[src/rtl/stream_remove_sched.sv]
// Per-packet round-robin front end that shares one stream_remove datapath between
// NUM_REQ sources: grant a remove command, hand it to the datapath, then forward beats until last.
module stream_remove_sched #(
  parameter int NUM_REQ      = 4,
  parameter int DATA_WD      = 32,
  parameter int DATA_BYTE_WD = DATA_WD / 8,
  parameter int BYTE_CNT_WD  = $clog2(DATA_BYTE_WD),
  parameter int ID_WD        = $clog2(NUM_REQ)
) (
  input  logic                            clk,
  input  logic                            rst,
  input  logic [NUM_REQ-1:0]              rm_valid,
  input  logic [NUM_REQ*BYTE_CNT_WD-1:0]  rm_cnt,
  output logic [NUM_REQ-1:0]              rm_ready,
  input  logic [NUM_REQ-1:0]              in_valid,
  input  logic [NUM_REQ*DATA_WD-1:0]      in_data,
  input  logic [NUM_REQ*DATA_BYTE_WD-1:0] in_keep,
  input  logic [NUM_REQ-1:0]              in_last,
  output logic [NUM_REQ-1:0]              in_ready,
  output logic                            valid_in,
  output logic [DATA_WD-1:0]              data_in,
  output logic [DATA_BYTE_WD-1:0]         keep_in,
  output logic                            last_in,
  input  logic                            ready_in,
  output logic                            valid_remove,
  output logic [BYTE_CNT_WD-1:0]          byte_remove_cnt,
  input  logic                            ready_remove,
  output logic [ID_WD-1:0]                grant_id,
  output logic                            busy,
  output logic [15:0]                     pkt_cnt
);

  typedef enum logic [1:0] {IDLE, CMD, DATA} state_t;

  localparam logic [ID_WD-1:0] LAST_ID = ID_WD'(NUM_REQ - 1);

  state_t                  state;
  logic [ID_WD-1:0]        ptr;
  logic [ID_WD-1:0]        winner;
  logic [ID_WD-1:0]        next_ptr;
  logic                    found;
  logic [DATA_WD-1:0]      data_arr [NUM_REQ];
  logic [DATA_BYTE_WD-1:0] keep_arr [NUM_REQ];
  logic [BYTE_CNT_WD-1:0]  cnt_arr  [NUM_REQ];

  always_comb begin
    for (int i = 0; i < NUM_REQ; i++) begin
      data_arr[i] = in_data[i*DATA_WD +: DATA_WD];
      keep_arr[i] = in_keep[i*DATA_BYTE_WD +: DATA_BYTE_WD];
      cnt_arr[i]  = rm_cnt[i*BYTE_CNT_WD +: BYTE_CNT_WD];
    end
  end

  // Scan from the farthest offset down so the requester closest to ptr is written last and wins.
  always_comb begin
    int idx;
    found  = 1'b0;
    winner = '0;
    idx    = 0;
    for (int off = NUM_REQ - 1; off >= 0; off--) begin
      idx = int'(ptr) + off;
      if (idx >= NUM_REQ) idx = idx - NUM_REQ;
      if (rm_valid[idx]) begin
        found  = 1'b1;
        winner = ID_WD'(idx);
      end
    end
    next_ptr = (winner == LAST_ID) ? '0 : winner + 1'b1;
  end

  always_comb begin
    rm_ready = '0;
    in_ready = '0;
    valid_in = 1'b0;
    data_in  = '0;
    keep_in  = '0;
    last_in  = 1'b0;
    if (state == IDLE && found) rm_ready[winner] = 1'b1;
    if (state == DATA) begin
      valid_in           = in_valid[grant_id];
      data_in            = data_arr[grant_id];
      keep_in            = keep_arr[grant_id];
      last_in            = in_last[grant_id];
      in_ready[grant_id] = ready_in;
    end
  end

  assign valid_remove = (state == CMD);
  assign busy         = (state != IDLE);

  // Ownership is released only by an accepted last beat; a stalled owner keeps the grant.
  always_ff @(posedge clk) begin
    if (rst) begin
      state           <= IDLE;
      ptr             <= '0;
      grant_id        <= '0;
      byte_remove_cnt <= '0;
      pkt_cnt         <= '0;
    end else begin
      case (state)
        IDLE: begin
          if (found) begin
            grant_id        <= winner;
            ptr             <= next_ptr;
            byte_remove_cnt <= cnt_arr[winner];
            state           <= CMD;
          end
        end
        CMD: begin
          if (ready_remove) state <= DATA;
        end
        DATA: begin
          if (valid_in && ready_in && last_in) begin
            pkt_cnt <= pkt_cnt + 16'd1;
            state   <= IDLE;
          end
        end
        default: state <= IDLE;
      endcase
    end
  end

endmodule

[config.mk]
export PLATFORM = sky130hd
export DESIGN_NAME = stream_remove_sched
export DESIGN_NICKNAME = d
export VERILOG_FILES = /design/src/rtl/stream_remove_sched.sv
export SDC_FILE = /design/constraint.sdc
export NUM_CORES = 1
export LEC_CHECK = 0
export ABC_AREA = 1
export BUFFER_PORTS_ARGS = -buffer_cell sky130_fd_sc_hd__buf_2
export CAP_MARGIN = 20
export CORE_AREA = 2 2 90 92
export CTS_CLUSTER_DIAMETER = 30
export DETAILED_ROUTE_END_ITERATION = 10
export DIE_AREA = 0 0 92 94
export PLACE_DENSITY = 0.84
export SYNTH_ARGS = -nofsm -noshare
export SYNTH_HDL_FRONTEND = slang
export SYNTH_SLANG_ARGS = --single-unit
[constraint.sdc]
create_clock -name clk -period 4.25 [get_ports clk]
set_clock_uncertainty 0.05 [all_clocks]
set_input_delay 1.275 -clock clk [delete_from_list [all_inputs] [get_ports clk]]
set_output_delay 1.275 -clock clk [all_outputs]
set_load 0.02 [all_outputs]
==> results of run 1 <==
## layer usage
metal  track usage  vias to the layer above  part of all wire
met1        0.2678                     1886              0.37
met3       0.03451                       35             0.073
met5             0                        -                 0
met2        0.4430                      230              0.52
li1              -                     1990                 -
met4       0.09577                        0             0.033
## final timing paths
path                  to  slack (ns)  depth (start not counted)
max          rm_ready[3]        0.22                         14
min          pkt_cnt[15]        0.45                          2
max reg2reg   pkt_cnt[3]        1.72                         12
min reg2reg  pkt_cnt[15]        0.45                          2
## synthesized netlist by cell type (2+ instances only)
| master | number | area share |
|---|---|---|
| nor2_4 | 2 | 0.0085 |
| xor2_1 | 5 | 0.017 |
| dfxtp_1 | 24 | 0.18 |
| nand2_1 | 76 | 0.11 |
| clkbuf_1 | 24 | 0.034 |
| buf_6 | 4 | 0.017 |
| a22oi_1 | 36 | 0.10 |
| inv_2 | 7 | 0.0099 |
| o21ai_0 | 8 | 0.015 |
| nand3_1 | 96 | 0.18 |
| nor3_1 | 5 | 0.0094 |
| buf_4 | 2 | 0.0057 |
| ha_1 | 5 | 0.024 |
| a31oi_1 | 36 | 0.085 |
| nand2_2 | 6 | 0.014 |
| o21ai_1 | 2 | 0.0038 |
| a21oi_1 | 19 | 0.036 |
| nor2_1 | 35 | 0.050 |
| xnor2_1 | 3 | 0.0099 |
| buf_1 | 3 | 0.0042 |
| o21bai_1 | 2 | 0.0057 |
| inv_1 | 31 | 0.044 |
| nand4_1 | 6 | 0.014 |
## power by group through the flow
stage | Clock (W) | Sequential [W] | Combinational [W]
after floorplan | 0 | 0.000302 | 0.00106
after global placement | 0 | 0.000292 | 0.00138
after detailed placement | 0 | 0.000292 | 0.00144
after CTS | 0.000132 | 0.000287 | 0.00145
after global routing | 0.000141 | 0.000292 | 0.00159
final | 0.000132 | 0.000288 | 0.00145
## worst min-delay path: stages, from the launching register on
cell and delay (ns):
dfxtp_1 0.33, nand2_1 0.07, a21oi_1 0.06
## final cells by class
cell class                      instances  share of cell area
Antenna cell                            5            0.003218
Multi-Input combinational cell        348              0.4765
Timing Repair Buffer                  241              0.3140
Inverter                               39             0.03893
Sequential cell                        24              0.1239
Clock buffer                            3             0.01062
Tap cell                              102             0.03282
## state kept, by name (all words and copies together) (netlist names)
register         count
pkt_cnt             16
byte_remove_cnt      2
grant_id             2
ptr                  2
state                2
## through the flow
| stage | power (W) | utilization | worst slack (ns) | instance area (um2) |
|---|---|---|---|---|
| global route | 0.002026 | 0.5109 | 0.04729 | 3886 |
| global placement | 0.001676 | 0.5041 | 0.3293 | 3835 |
| floorplan | 0.001363 | - | 0.4877 | 2651 |
| finish | 0.001874 | 0.5112 | 0.2187 | 3889 |
| detailed placement | 0.001733 | 0.5041 | 0.2533 | 3835 |
| CTS | 0.001865 | 0.5095 | 0.2458 | 3876 |
## cell families (layout without fill, tap and decap cells)
logic type               Yosys count  after routing  synth area share
AND/OR/NAND/NOR                  232            232            0.4016
AO/OA/AOI/OAI                    103            103            0.2473
buffers and inverters             73            283            0.1199
flip-flops                        24             24            0.1812
XOR/XNOR                           8              8           0.02643
adder cells (fa/ha/maj)            5              5           0.02360
other                              0              5                 0
==> results.sh, run 1 <==
export IMPL_rsz0062_at_grt="false"
export IMPL_final_cell_count_no_fill=762
export IMPL_layout_commonest_cell="buf_2"
export IMPL_grt_pass1_wl_um=17020
export IMPL_relSlewSlack=0.5114
export IMPL_postSynthCellCount=445
export IMPL_synth_ff_type="dfxtp_1"
export IMPL_timing_hold_ws_ns=0.4511
export IMPL_leakage_nw=2.028
export IMPL_syn_area_mm2=0.002651
export IMPL_min_from="pkt_cnt[15]"
export IMPL_setup_tns_ns=0
export IMPL_cts_resized=0
export IMPL_seqCellArea_um2=481.7
export IMPL_vias=4141
export IMPL_portBuffers=235
export IMPL_finalHoldViolCount=0
export IMPL_clockBufferDepth=2
export IMPL_mostFrequentLayoutCells="buf_2 (235), nand3_1 (96), nand2_1 (76), a22oi_1 (36), a31oi_1 (36)"
export IMPL_synth_edff_count=0
export IMPL_fmax_ghz=0.2481
export IMPL_post_route_period_util=0.9485
export IMPL_dp_cells=754
export IMPL_gp_congestion=0.9743
export IMPL_grt_ovfl_total=0
export IMPL_clockRootBuffer="clkbuf_8"
export IMPL_cts_buffers=3
export IMPL_cap_viol_max_count=0
export IMPL_cts_hold_buffers=0
export IMPL_insertion_delay_ns=0.26
export IMPL_cpPeakStageDelay_ns=0.18
export IMPL_synth_seq_area_share=0.1812
export IMPL_wire_per_inst_um=14.90
export IMPL_grt_max_degree=74
export IMPL_wirelength_um=11360
export IMPL_ys_ff_latch=24
export IMPL_nFillCells=779
export IMPL_startpoint="rm_valid[3]"
export IMPL_dieWidth_um=92
export IMPL_start_util=0.3485
export IMPL_worstMarginPinSlew_ns=0.7311
export IMPL_rows=32
export IMPL_first_pass_iters=8
export IMPL_slew_viol_final=0
export IMPL_yosysWarnings=0
export IMPL_syn_avg_cell_area_um2=5.958
export IMPL_p_int_w=0.0007804
export IMPL_synthToLayoutAreaGrowth_pct=46.67
export IMPL_cts_sinks=24
export IMPL_crit_arrival_ns=2.71
export IMPL_setup_viol=0
export IMPL_post_cts_buffers=0
export IMPL_finalCriticalPeriod_ns=4.031
export IMPL_drive_above_1_share=0.4015
export IMPL_cp_slowest_cell="nand3_1"
export IMPL_antenna_found_initial=4
export IMPL_clkPwrFrac=0.070
export IMPL_worst_setup_path_type="in2out"
export IMPL_fin_nets=830
export IMPL_endpoint_kind="output pin"
export IMPL_synth_net_count=618
export IMPL_p_seq_frac=0.154
export IMPL_cp_max_fo=6
export IMPL_ios=236
export IMPL_start_kind="primary input"
export IMPL_comb_power_share=0.776
export IMPL_drt_initial_drc_count=263
export IMPL_dp_hpwl_um=8870
export IMPL_max_vdd_ir_drop_uv=298.7
export IMPL_hp_class="reg2reg"
export IMPL_power_per_cell_area_mw_per_mm2=482.0
export IMPL_status="complete, no violations"
export IMPL_ant_nets=0
export IMPL_synthDistinctLibCells=31
export IMPL_core_area_mm2=0.007607
export IMPL_die_h_um=94
export IMPL_r2r_start="grant_id[0]"
export IMPL_die_area_mm2=0.008648
export IMPL_cts_tree="done"
export IMPL_multi_input_area_mm2=0.001853
export IMPL_h_tree_depth=1
export IMPL_synth_async_sr_flop_share=0
export IMPL_path_cells="buf_2 -> inv_1 -> nand2_1 -> nand3_1 -> nand2_1 -> inv_1 -> nand2_1 -> nand3_1 -> nand2_2 -> inv_2 -> ha_1 -> inv_1 -> nor2_1 -> buf_2"
export IMPL_vias_per_cell=5.434
export IMPL_p_sw_w=0.001094
export IMPL_grt_pass1_vias=3739
export IMPL_crit_family="simple AND/OR/NAND/NOR gates"
export IMPL_clk_pin_slew_ns=0.08
export IMPL_grt_usage=0.2364
export IMPL_drcViolationCount=0
export IMPL_netSwitchingFraction=0.5836
export IMPL_required_ns=2.92
export IMPL_cp_num_buf_inv=6
Power figures use the tool's default switching activity.
==> inputs of run 2 (changes only) <==
--- a/config.mk
+++ b/config.mk
@@ -8,11 +8,12 @@
 export ABC_AREA = 1
 export BUFFER_PORTS_ARGS = -buffer_cell sky130_fd_sc_hd__buf_2
 export CAP_MARGIN = 20
-export CORE_AREA = 2 2 90 92
+export CORE_AREA = 2 2 91 93
 export CTS_CLUSTER_DIAMETER = 30
 export DETAILED_ROUTE_END_ITERATION = 10
-export DIE_AREA = 0 0 92 94
-export PLACE_DENSITY = 0.84
+export DIE_AREA = 0 0 93 95
+export HOLD_SLACK_MARGIN = 0.1
+export PLACE_DENSITY = 0.83
 export SYNTH_ARGS = -nofsm -noshare
 export SYNTH_HDL_FRONTEND = slang
 export SYNTH_SLANG_ARGS = --single-unit
==> constraint.sdc (replaced) <==
create_clock -name clk -period 4.02 [get_ports clk]
set_clock_uncertainty 0.05 [all_clocks]
set_input_delay 1.206 -clock clk [delete_from_list [all_inputs] [get_ports clk]]
set_output_delay 1.206 -clock clk [all_outputs]
set_load 0.02 [all_outputs]
==> results.sh, run 2 (synthesis gave the netlist of run 1 again) <==
export IMPL_die_h_um=95
export IMPL_timing_hold_ws_ns=0.4497
export IMPL_h_tree_depth=1
export IMPL_cts_hold_buffers=0
export IMPL_drive_above_1_share=0.4076
export IMPL_start_kind="primary input"
export IMPL_core_area_mm2=0.007928
export IMPL_post_route_period_util=0.9612
export IMPL_largest_reg_flops=16
export IMPL_relSlewSlack=0.5184
export IMPL_hp_class="reg2reg"
export IMPL_wl_met2_um=5475
export IMPL_fmax_ghz=0.2588
export IMPL_cts_sinks=24
export IMPL_cp_slowest_cell="buf_2"
export IMPL_cts_buffers=3
export IMPL_finalHoldViolCount=0
export IMPL_layout_commonest_cell="buf_2"
export IMPL_nFillCells=793
export IMPL_wirelength_um=11010
export IMPL_rsz0062_at_grt="true"
export IMPL_setup_tns_ns=0
export IMPL_first_pass_iters=5
export IMPL_clockRootBuffer="clkbuf_8"
export IMPL_rows=33
export IMPL_dp_hpwl_um=8514
export IMPL_grt_pass1_wl_um=16190
export IMPL_cp_max_fo=6
export IMPL_gp_congestion=0.9097
export IMPL_worstMarginPinSlew_ns=0.7213
export IMPL_grt_usage=0.2232
export IMPL_required_ns=2.76
export IMPL_ant_nets=0
export IMPL_grt_max_degree=74
export IMPL_post_cts_buffers=0
export IMPL_worst_setup_path_type="in2out"
export IMPL_ios=236
export IMPL_top_layer="met4"
export IMPL_drt_initial_drc_count=184
export IMPL_status="complete, no violations"
export IMPL_wire_per_inst_um=14.44
export IMPL_crit_arrival_ns=2.61
export IMPL_final_cell_count_no_fill=762
export IMPL_dieWidth_um=93
export IMPL_leakage_nw=2.034
export IMPL_grt_pass1_vias=3525
export IMPL_clockBufferDepth=2
export IMPL_slew_viol_final=0
export IMPL_final_cell_area_mm2=0.003902
export IMPL_met1_length_um=4247
export IMPL_start_util=0.3344
export IMPL_clk_pin_slew_ns=0.08
export IMPL_cp_num_buf_inv=6
export IMPL_mostFrequentLayoutCells="buf_2 (235), nand3_1 (93), nand2_1 (75), a22oi_1 (36), a31oi_1 (36)"
export IMPL_place_area_mm2=0.003839
export IMPL_regMostFlops="pkt_cnt"
export IMPL_portBuffers=235
export IMPL_dr_wl_met3_um=960
export IMPL_crit_family="simple AND/OR/NAND/NOR gates"
export IMPL_max_vdd_ir_drop_uv=356.6
export IMPL_grt_ovfl_total=0
export IMPL_cts_resized=0
export IMPL_antenna_found_initial=2
export IMPL_finalCriticalPeriod_ns=3.864
export IMPL_synthToLayoutAreaGrowth_pct=47.19
export IMPL_cpPeakStageDelay_ns=0.17
export IMPL_endpoint_kind="output pin"
export IMPL_cap_viol_max_count=0
export IMPL_drcViolationCount=0
export IMPL_setup_viol=0
export IMPL_vias_per_cell=5.400
export IMPL_die_area_mm2=0.008835
export IMPL_vias=4115
export IMPL_path_cells="buf_2 -> inv_1 -> nand2_1 -> nand3_2 -> nand2_1 -> inv_1 -> nand2_1 -> nand3_2 -> nand2_2 -> inv_2 -> ha_1 -> inv_1 -> nor2_1 -> buf_2"
export IMPL_power_per_cell_area_mw_per_mm2=510.1
export IMPL_insertion_delay_ns=0.26
export IMPL_cts_tree="done"
export IMPL_dp_cells=757
export IMPL_fin_nets=830
-- run 2: cell count changes in the layout (fill, tap and decap cells not counted) --
cell | before | now
nand3_2 | 0 | 3
nand2_1 | 76 | 75
nand3_1 | 96 | 93
diode_2 | 5 | 2
nand2_2 | 6 | 7
-- run 2: where the power goes --
group	switching (W)	leakage, nW	internal (W)
clock	0.0000723	0.0216	0.0000670
sequential	0.0000344	0.196	0.000271
combinational	0.00106	1.82	0.000485
-- run 2: metrics by stage --
step	utilization	setup WS, ns	total power, W
final	0.4923	0.1559	0.001990
after detailed placement	0.4842	0.1419	0.001829
after global placement	0.4842	0.2410	0.001776
after CTS	0.4894	0.1378	0.001965
after floorplan	-	0.3957	0.001441
after global routing	0.4923	-0.02746	0.002170
-- run 2: layer usage --
metal	vias to the layer above	global-route usage
li1	1987	-
met5	-	0
met1	1871	0.2715
met2	228	0.3961
met3	29	0.03352
met4	0	0.08701
-- run 2: worst paths after layout --
check	start	end	slack (ns)	cells past startpoint
hold / removal	pkt_cnt[15]	pkt_cnt[15]	0.45	2
hold reg to reg	pkt_cnt[15]	pkt_cnt[15]	0.45	2
setup reg to reg	grant_id[0]	pkt_cnt[8]	1.37	12
setup / recovery	rm_valid[2]	rm_ready[3]	0.16	14
-- run 2: final cells by class --
class,instances,area (um2),area share
diodes,2,5.005,0.001282
clock buffers,3,41.29,0.01058
inverters,39,151.4,0.03879
multi-input cells,348,1871,0.4793
flip-flops and latches,24,481.7,0.1234
well taps,105,131.4,0.03366
repair buffers,241,1221,0.3129
-- run 2: worst reg2reg max path, cell delays in order, from the launching register on --
cell     delay [ns]
dfxtp_1        0.33
inv_2          0.29
nand2_2        0.11
inv_2          0.54
nand2_1        0.12
nand2_1        0.09
nor2_1         0.06
nor2_2         0.20
nand2_4        0.19
inv_2          0.24
nand3_1        0.12
o21ai_0        0.17
nor2_1         0.05
